==> src/rtl/oc_add16.sv <==
// Combinational 16-bit ones'-complement adder with end-around carry.
module oc_add16 (
  input  logic [15:0] a,
  input  logic [15:0] b,
  output logic [15:0] y
);

  logic [16:0] s;

  assign s = {1'b0, a} + {1'b0, b};
  // A carry folded back into a sum of two 16-bit words cannot carry out again.
  assign y = s[15:0] + {15'd0, s[16]};

endmodule

==> config.mk <==
export PLATFORM = sky130hd
export DESIGN_NAME = oc_add16
export DESIGN_NICKNAME = d
export VERILOG_FILES = /design/src/rtl/oc_add16.sv
export SDC_FILE = /design/constraint.sdc
export NUM_CORES = 1
export LEC_CHECK = 0
export BUFFER_PORTS_ARGS = -buffer_cell sky130_fd_sc_hd__buf_2
export CAP_MARGIN = 20
export CORE_MARGIN = 8
export CORE_UTILIZATION = 25
export DETAILED_ROUTE_END_ITERATION = 10
export SYNTH_ARGS = -nofsm -noshare
export SYNTH_HDL_FRONTEND = slang
export SYNTH_SLANG_ARGS = --single-unit
==> constraint.sdc <==
create_clock -name vclk -period 4.5
set_input_delay 0.9 -clock vclk [all_inputs]
set_output_delay 0.9 -clock vclk [all_outputs]
set_load 0.005 [all_outputs]
* Word level (Yosys, flattened, before mapping)
Index checks and enable logic that the tools add are counted.
Word-level totals: register bits after elaboration 0
Operators by class: $add $sub $neg 2
Operator list (count):
- adder 16 x 16 -> 17 bit | 1
- adder 16 x 1 -> 16 bit | 1

* Depth between registers and ports, before layout
Gate-level depths: netlist (run 1).
word-level depth 2, depth in mapped cells 17

* Worst setup path before layout (run 1)
No wires, ideal clock.
kind input port to output port, start in a[0], end out y[14], stages on the path 16, arrival 3.573 ns, data required time 3.600 ns, buffers on the path 0, slack 0.027 ns, cells stage by stage ha_1 > fa_1 > a211oi_2 > o211a_1 > nor2_1 > a211o_1 > a21oi_1 > nor2b_1 > o21ai_0 > nand2b_1 > ha_1 > ha_1 > nand2_1 > nor2_1 > nor4b_2 > xnor2_1
On the way: word-level cells in the longest chain between the ends 2
Ends and longest elaborated chain:
- start: declaration | RTL line 3 | input logic [15:0] a,
- adder 16 x 16 -> 17 bit | RTL line 10 | assign s = {1'b0, a} + {1'b0, b};
- adder 16 x 1 -> 16 bit | RTL line 12 | assign y = s[15:0] + {15'd0, s[16]};
- end: declaration | RTL line 5 | output logic [15:0] y
Every way passes these cells.

* Worst setup path in the final report (run 1)
Same ends and word-level chain as after synthesis.

==> run summary, run 1 <==
Summing all multi-input logic gate instances after layout gives ~1200 µm². The largest family of logic cells by synthesized area is compound AO/OA/AOI/OAI gates. The share of cells above drive strength 1 came out at 48.1%. The clock period minus worst slack came out at ~4.5 ns. The area occupied by registers is 0 µm². Setup repair after global routing could not meet its margin everywhere. The vias after detailed routing came out at 1,368. The most numerous cell type found on the critical path is ha_4. The standard cell core area is 4320 µm². The cell area after placement came out at approximately 1600 µm². Broken down by cell family, the worst path's largest delay share belongs to compound AO/OA/AOI/OAI gates. The areal power density over the cells came out at between 150 and 200 nW/µm². The starting utilization of the core area came out at between 20% and 30%. The global route total overflow came out at 0. The type of the worst min-delay path is in2out. The flow ran to the end, and the final reports show no timing, DRC or antenna violations. In the final routed layout, each cell accounts on average for 13.2 µm. The die area is approximately 7000 µm².

The simple-gate share of the synthesized area came out at 25.6%. Cells fill 42.5% of the core in the end. The net total in the final layout is between 200 and 300. STA classifies the critical path startpoint as an input pin. The final routed wirelength across all metal layers is 3.74 mm. The y dimension of the die came out at slightly above 80 µm. The peak clock frequency supported by timing came out at between 200 and 250 MHz. For the worst setup path, the data arrival time is 3.57 ns. The ratio of final minimum period to clock period is between 90% and 100%. The first detailed-routing pass took 4 iterations. The fraction of synthesized area in multiplexers is less than 1%. The width of the die is about 83 µm. The routed metal-1 wirelength is about 1.6 mm. The synthesized netlist devotes 22.1% of its cell area to adder and majority cells. After synthesis, flip-flops and latches occupy 0% of the total area. The number of distinct library cells after synthesis came out at 42. The number of global-route vias before repair came out at approximately 1,400.

The critical-path cell with the highest stage delay is fa_2. The routed wire length on met3 came out at 200 µm. Summing the areas of all compound-gate instances in the mapped netlist gives ~30% of the synthesized area. The most common cell in the netlist is ha_1.

The final antenna diode count came out at 0. Entering global routing, the biggest net connects 8 pins. The max-slew violation count came out at 0.

The tightest hold path in the finished design has a slack of around 2.2 ns. The quantity of I/O buffers inserted on ports is 48. The mean cell area of the mapped netlist came out at about 7.6 µm².

The post-synthesis cell area came out at 1110 µm². Sorting the synthesized cells by area gives the leading types as ha_1, xnor2_1, xor2_1. The number of remaining DRC errors is 0.

The total routing resource utilization after global routing is 10.3%. The buffers plus inverters on the worst setup path is 2. The met2 wirelength from detailed routing came out at ~1.9 mm.

In the routed layout, each cell is associated on average with a via count of between 4 and 5. Yosys printed 0 warnings. The final hold violation count came out at 0. Along the worst path, the maximum fanout reaches 5. The first-pass GRT wire length came out at 5.84 mm. The kind of critical path is in2out. The worst setup path is captured at a primary output. The final sequential cell count is 0. The number of nets still failing antenna checks after routing is 0.

Counting instances in the post-synthesis netlist gives the leading cell types as ha_1, nand2_1, xnor2_1. The signal on the critical path passes through buf_6 > ha_4 > fa_2 > a211oi_2 > o211a_1 > nor2_2 > a211o_1 > a21oi_2 > nor2b_1 > o21ai_1 > nand2b_1 > ha_4 > ha_4 > nand2_4 > nor2_4 > nor4b_4 > xnor2_1 > buf_2. The starting DRC count in detailed routing is 52. For the pin with the worst max-slew slack, the measured transition is around 0.56 ns.

Counting every net in the synthesized netlist gives about 200. The top cell type's share of synthesized area is about a fifth. The number of maximum-capacitance violations came out at 0.

Relative to the synthesized area, the layout overhead comes to 65.5%. For this run, the slowest stage of the critical path takes about 0.34 ns. Routability-driven placement finished with a final weighted congestion of 0.801. The synthesized instance count is 146. The setup total negative slack is 0 ns. The worst-case IR drop observed on VDD is ~0.058 mV.

The number of filler instances in the final layout is between 400 and 500. The leakage power summed over all cells came out at 0.000867 µW. The number of antenna violations at the first check in global routing came out at 0. The number of ports placed on the die boundary is 48. The remaining max-slew budget at the tightest pin came out at 62.3%. Setup violations remaining at the end of the flow were counted as 0.

The area share of xor/xnor cells in the synthesized design came out at roughly 20%. The area of all placed cells without fillers came out at 1840 µm². The synthesized design spends more area on one cell type than any other, namely ha_1. The detailed router used layers up to and including met4. The data required time at the worst endpoint is 3.60 ns. The clock buffer instance count of the final layout came out at 0.

The half-perimeter wire length after placement is between 3 and 4 mm. The number of rows created at floorplan came out at 24.
[tightest hold or removal path: cells and delay by family]
family	cells	cell delay, ns
buffers and inverters	2	0.17
adders and majority gates	2	0.24
[routing by layer]
| metal | track usage, % | vias up |
|---|---|---|
| met1 | 12.7 | 617 |
| met4 | 0.862 | 0 |
| met3 | 0.758 | 2 |
| met2 | 19.7 | 27 |
| met5 | 0 | - |
| li1 | - | 722 |
[cells in the final DEF (no fill, tap or decap), types with 2 or more instances in the layout]
cell type	netlist	routed
a211o_1	2	2
a211oi_2	2	2
a21o_1	5	5
a21oi_1	10	9
and2_1	2	2
buf_2	2	46
buf_4	0	40
buf_6	0	2
ha_1	18	14
ha_4	0	4
nand2_1	17	16
nand2b_1	2	2
nand3_1	5	2
nand3_2	1	4
nor2_1	11	9
nor2b_1	3	3
nor3_1	4	4
nor4b_4	0	2
o211ai_1	2	2
o21a_1	3	3
o21ai_0	4	3
o21ai_1	2	3
o21bai_1	3	3
o31a_1	2	2
xnor2_1	15	13
xnor2_2	0	2
xor2_1	10	10
[cell families after synthesis]
group / after synthesis
fa+ha+maj: 19
mux: 1
compound gates: 44
buf+inv: 3
simple gates: 54
xor+xnor: 25
[power by group]
group	internal, µW	total (µW)	leakage, µW	switching, µW
logic	153	302	0.000867	149
registers	0	0	0	0
clock network	0	0	0	0
total	153	302	0.000867	149
[layout make-up]
class / instances / share of cell area, %
Tap cell: 52 / 3.54
Multi-Input combinational cell: 143 / 66.3
Timing Repair Buffer: 88 / 30.1
[repair_timing]
action | 4_1_cts | 5_1_grt
pin swaps | 18 | 18
gates resized for setup | 17 | 8
hold buffers | 0 | 0
setup endpoints to repair | 13 | 14
cloned | 0 | 0
setup buffers | 11 | 1
[stage by stage]
step / instances / worst slack, ns / power [µW]
after global routing: 283 / -0.204 / 333
final: 283 / 0.0331 / 302
after floorplan: 146 / 0.0269 / 156
after CTS: 282 / -0.107 / 289
after global placement: 271 / -0.234 / 258
after detailed placement: 271 / -0.294 / 260
[final timing paths]
| check | slack [ns] | to | startpoint | depth (start not counted) |
|---|---|---|---|---|
| worst max-delay path | 0.03 | y[14] | a[0] | 18 |
| worst min-delay path | 2.21 | y[0] | b[0] | 4 |
Power figures use the tool's default switching activity.
==> run 2, diff against run 1 <==
==> constraint.sdc (replaced) <==
create_clock -name vclk -period 4.5
set_input_delay 0.9 -clock vclk [all_inputs]
set_output_delay 0.9 -clock vclk [all_outputs]
set_load 0.05 [all_outputs]
==> run summary, run 2 (synthesis results as in run 1) <==
The number of antenna violations at the first check in global routing came out at 0 (unchanged). The leakage power summed over all cells was 0.000972 µW (was 0.000867 µW). The clock period minus worst slack came out at 4.60 ns (was 4.47 ns). The critical path data arrival time is 3.70 ns (was 3.57 ns). The area occupied by registers came out at 0 µm² (unchanged). The final setup violation count came out at 4 (was 0).

The final antenna diode count is 0 (unchanged). The source of the critical timing path is a[0] (unchanged). The areal power density over the cells came out at 238 nW/µm² (was 164 nW/µm²).

The count of hold-fix buffers inserted at cts is 0 (unchanged). The worst-case setup margin in the final layout came out at -0.101 ns (was 0.0331 ns). The data required time at the worst endpoint came out at 3.60 ns (about the same). The max-slew violation count came to 0 (unchanged). The final reports fail on negative setup slack. The switching component of the power is 285 µW (was 149 µW). The final routed wirelength across all metal layers is 3.51 mm (was 3.74 mm).

The endpoint of the most critical setup path is y[12] (was y[14]). The number of filler instances in the final layout is 446 (was 457). The vias after detailed routing came out at 1,371 (was 1,368). The number of global-route vias before repair came to 1,327 (was 1,371). The number of remaining DRC errors is 0 (unchanged).

The number of ports placed on the die boundary came out at 48 (unchanged). The final hold violation count is 0 (unchanged). The net total in the final layout came out at 289 (was 284). The most common cell after layout, fill and taps aside is buf_4 (was buf_2). The y dimension of the die is 82.6 µm (unchanged). The largest net degree at the start of global routing came out at 8 (unchanged). The number of maximum-capacitance violations is 0 (unchanged). The clock buffer instance count of the final layout is 0 (unchanged). The detail-routed via count per cell was 4.76 (was 4.83). The global route total overflow came out at 0 (unchanged).

The ratio of final minimum period to clock period is 102% (was 99.3%). The transition time at the pin with the least slew margin is 0.421 ns (was 0.561 ns). The area growth from synthesis to layout is 93.2% (was 65.5%).

The first-pass iteration count of the detailed router is 4 (unchanged). The type of the worst min-delay path is in2out (unchanged). The kind of critical path was in2out (unchanged).

The combinational power share is 100.0% (about the same). The maximum resistive drop on vdd came out at 0.109 mV (was 0.0579 mV). The number of nets still failing antenna checks after routing is 0 (unchanged). The peak clock frequency supported by timing came out at 217 MHz (was 224 MHz).

Setup repair after global routing missed its margin: yes (unchanged). The die area is 6830 µm² (unchanged). The share of power burned in registers came to 0% (about the same). The share of cells above drive strength 1 came out at 55.5% (was 48.1%). The kind of end point of the critical path is a primary output (unchanged).

The half-perimeter wire length after placement came out at 3.11 mm (was 3.09 mm). The total routing resource utilization after global routing came to 9.60% (was 10.3%). The area of all placed cells without fillers came out at 2140 µm² (was 1840 µm²). The nature of the critical path startpoint was an input pin (unchanged). The clock power share was 0% (about the same). The detail-routed net length per standard cell is 12.2 µm (was 13.2 µm).

The internal cell power is 226 µW (was 153 µW). The starting DRC count in detailed routing came out at 36 (was 52). The first-pass GRT wire length was 5.58 mm (was 5.84 mm). The standard cell core area came to 4320 µm² (unchanged). The final sequential cell count is 0 (unchanged). The number of standard cells in the layout, taps in and fillers out came to 288 (was 283). The remaining max-slew budget at the tightest pin was 71.7% (was 62.3%). The placer's final routability congestion estimate was 0.830 (was 0.801).

The starting utilization of the core area is 25.7% (unchanged). The quantity of I/O buffers inserted on ports was 48 (unchanged). Commonest non-fill, non-tap cells in the layout: buf_4, buf_2, nand2_1, ha_1, buf_6 (was buf_2, buf_4, nand2_1, ha_1, xnor2_1). The cell count after placement is 284 (was 271).

The cell area after placement is 1930 µm² (was 1610 µm²). Run status: complete, but fails checks (was complete, no violations). The net switching share of the total power is 55.8% (was 49.3%).

The number of rows created at floorplan came out at 24 (unchanged). The width of the die is 82.6 µm (unchanged). The critical-path maximum fanout is 5 (unchanged).
-- run 2: how the worst min path moves through the flow --
stage | end | depth (start not counted) | slack (ns) | from
2_1_floorplan | y[0] | 2 | 2.21 | a[0]
3_3_place_gp | y[0] | 4 | 2.43 | a[0]
3_5_place_dp | y[0] | 4 | 2.43 | a[0]
4_1_cts | y[0] | 4 | 2.37 | b[0]
5_1_grt | y[0] | 4 | 2.39 | b[0]
6_report | y[0] | 4 | 2.37 | b[0]
-- run 2: layout make-up --
type               count  area, µm²  area share (%)
multi-input cells    143       1410            65.6
repair buffers        93        672            31.3
well taps             52       65.1            3.03
-- run 2: worst max-delay path: stages --
cell      delay [ns]
buf_6           0.10
ha_4            0.15
fa_2            0.34
a211oi_2        0.25
o211a_1         0.23
nor2_2          0.06
a211o_1         0.26
a21oi_2         0.14
nor2b_1         0.06
o21ai_1         0.11
nand2b_1        0.10
ha_4            0.19
ha_4            0.16
nand2_4         0.07
nor2_4          0.05
nand4_1         0.18
xor2_4          0.18
buf_6           0.18
-- run 2: stage by stage --
step / utilization [%] / hold slack, ns / total power (µW) / setup WS, ns / TNS [ns]
after floorplan: - / 2.21 / 322 / -0.0339 / -0.0791
after global placement: 44.7 / 2.43 / 451 / -0.233 / -1.42
after detailed placement: 44.7 / 2.43 / 452 / -0.292 / -2.24
after CTS: 47.0 / 2.37 / 482 / -0.0735 / -0.120
after global routing: 49.6 / 2.39 / 544 / -0.266 / -1.94
final: 49.6 / 2.37 / 511 / -0.101 / -0.229
-- run 2: timing repair --
item                       in CTS  in global routing
buffers inserted                1                  3
setup endpoints to repair      13                 13
gates resized for setup        23                 24
pin swaps                      19                 16
-- run 2: layer usage --
| layer | global-route usage (%) | vias to the layer above | wire length (µm) |
|---|---|---|---|
| met5 | 0 | - | 0 |
| met4 | 0.345 | 0 | 0 |
| met1 | 12.8 | 608 | 1550 |
| met3 | 0.325 | 0 | 216 |
| li1 | - | 726 | - |
| met2 | 17.5 | 37 | 1750 |
-- run 2: power by group through the flow --
| stage | sequential, µW | clock (µW) | combinational [µW] |
|---|---|---|---|
| finish | 0 | 0 | 511 |
| global route | 0 | 0 | 544 |
| CTS | 0 | 0 | 482 |
| detailed placement | 0 | 0 | 452 |
| global placement | 0 | 0 | 451 |
| floorplan | 0 | 0 | 322 |
==> run 3, diff against run 2 <==
Clock period 4.5 ns to 4.9 ns, I/O delays scaled along.
==> run summary, run 3 (synthesis results as in run 1) <==
The areal power density over the cells came out at 218 nW/µm² (was 238 nW/µm²). The most used routing layer in global routing is met2 (unchanged). The count of hold-fix buffers inserted at cts is 0 (unchanged). The half-perimeter wire length after placement is 2.99 mm (was 3.11 mm). The net total in the final layout is 262 (was 289). The instance count along the most critical hold path is 4 (unchanged).

The final hold violation count is 0 (unchanged). The source of the critical timing path is a[0] (unchanged). The number of remaining DRC errors is 0 (unchanged). The number of global-route vias before repair came out at 1,261 (was 1,327). The share of cells above drive strength 1 came out at 44.0% (was 55.5%).

The max-slew violation count is 0 (unchanged). The count of buffers added by post-CTS timing repair for setup came to 0 (was 1). The first-pass GRT wire length is 5.32 mm (was 5.58 mm). The global routing met2 resource utilization is 16.7% (was 17.5%). The critical path data arrival time is 3.78 ns (was 3.70 ns). The worst-case setup margin in the final layout is 0.140 ns (was -0.101 ns). Setup repair after global routing missed its margin: yes (unchanged). The most common cell after layout, fill and taps aside was buf_2 (was buf_4). The y dimension of the die was 82.6 µm (unchanged). The placer's final routability congestion estimate came out at 0.788 (was 0.830). The die area is 6830 µm² (unchanged).

The standard cell core area came out at 4320 µm² (unchanged). The global-route met1 utilization is 11.8% (was 12.8%). The number of rows created at floorplan came out at 24 (unchanged). The kind of critical path is in2out (unchanged). The number of antenna violations at the first check in global routing came out at 0 (unchanged). The startpoint of the tightest hold check path is b[0] (unchanged). The quantity of I/O buffers inserted on ports came out at 48 (unchanged). The worst slack after detailed placement came to -0.0476 ns (was -0.292 ns). The final routed wirelength across all metal layers is 3.32 mm (was 3.51 mm). The vias after detailed routing is 1,260 (was 1,371). Commonest non-fill, non-tap cells in the layout: buf_2, buf_4, nand2_1, ha_1, xnor2_1 (was buf_4, buf_2, nand2_1, ha_1, buf_6). The power consumption is 368 µW (was 511 µW). The area occupied by registers came out at 0 µm² (unchanged).

The first-pass iteration count of the detailed router came out at 4 (unchanged). The number of filler instances in the final layout came to 451 (was 446). The width of the die came out at 82.6 µm (unchanged). The data required time at the worst endpoint came out at 3.92 ns (was 3.60 ns). The kind of end point of the critical path is a primary output (unchanged). The clock period minus worst slack came out at between 4 and 5 ns. The nature of the critical path startpoint is an input pin (unchanged). The final antenna diode count came out at 0 (unchanged). The number of nets still failing antenna checks after routing came out at 0 (unchanged). The largest net degree at the start of global routing came out at 8 (unchanged). The number of ports placed on the die boundary is 48 (unchanged).

The peak clock frequency supported by timing is ~210 MHz. The met3 track demand over resource came to 1.19% (was 0.325%). The total routing resource utilization after global routing came out at 9.23% (was 9.60%). The maximum resistive drop on vdd came out at 0.0768 mV (was 0.109 mV).

The type of the worst min-delay path is in2out (unchanged). The number of maximum-capacitance violations was 0 (unchanged). The area growth from synthesis to layout is 52.0% (was 93.2%). The critical-path maximum fanout is 3 (was 5).

The ratio of final minimum period to clock period is 97.1%. The clock buffer instance count of the final layout was 0 (unchanged). The transition time at the pin with the least slew margin came to 0.614 ns (was 0.421 ns).

The final sequential cell count came out at 0 (unchanged). The final setup violation count is 0 (was 4). The detail-routed via count per cell came out at 4.83 (was 4.76). The global route total overflow is 0 (unchanged). The area of combinational cells with multiple inputs came out at 1210 µm² (was 1410 µm²). The remaining max-slew budget at the tightest pin is 58.9% (was 71.7%).

The starting utilization of the core area is 25.7% (unchanged). The detail-routed net length per standard cell came out at 12.7 µm (was 12.2 µm). The leakage power summed over all cells came out at 0.000756 µW (was 0.000972 µW). Run status: complete, no violations (was complete, but fails checks). The starting DRC count in detailed routing is 44 (was 36).
## run 3: report_power, final
part	internal (µW)	leakage (µW)	total [µW]	switching [µW]
clock	0	0	0	0
combinational	135	0.000756	368	233
sequential	0	0	0	0
## run 3: final cells by class
class              count  area share (%)
multi-input cells    143            71.8
repair buffers        66            24.3
well taps             52            3.86
## run 3: worst paths after layout
kind	endpoint
setup / recovery	y[15]
hold / removal	y[0]
## run 3: critical path, stage by stage
cell and delay, ns:
buf_2 0.11, ha_4 0.16, fa_2 0.36, a211oi_2 0.26, o211a_1 0.22, nor2_2 0.05, a211o_1 0.26, a21oi_2 0.13
nor2b_1 0.06, o21ai_1 0.11, nand2b_1 0.07, ha_2 0.17, nand3_1 0.11, or2_2 0.14, nor2_1 0.04, nor4b_2 0.19
xor2_2 0.17, buf_6 0.17
## run 3: timing repair
| action | in CTS | in global routing |
|---|---|---|
| setup endpoints to repair | 4 | 11 |
| pin swaps | 0 | 8 |
| gates resized for setup | 4 | 24 |
| gates cloned | 0 | 0 |
## run 3: per-layer routing
metal,part of all wire [%],vias up
met1,43,548
met2,48,37
li1,-,673
met4,0.48,0
met3,7.9,2
met5,0,-
## run 3: stage by stage
step	utilization [%]	cells	hold slack, ns	instance area (µm²)	setup TNS, ns
after floorplan	-	146	2.44	1180	-0.00352
after global placement	37.1	261	2.55	1610	-0.00877
after detailed placement	37.1	261	2.55	1610	-0.159
after CTS	37.4	261	2.55	1620	0
after global routing	39.0	261	2.60	1690	-0.118
final	39.0	261	2.58	1690	0
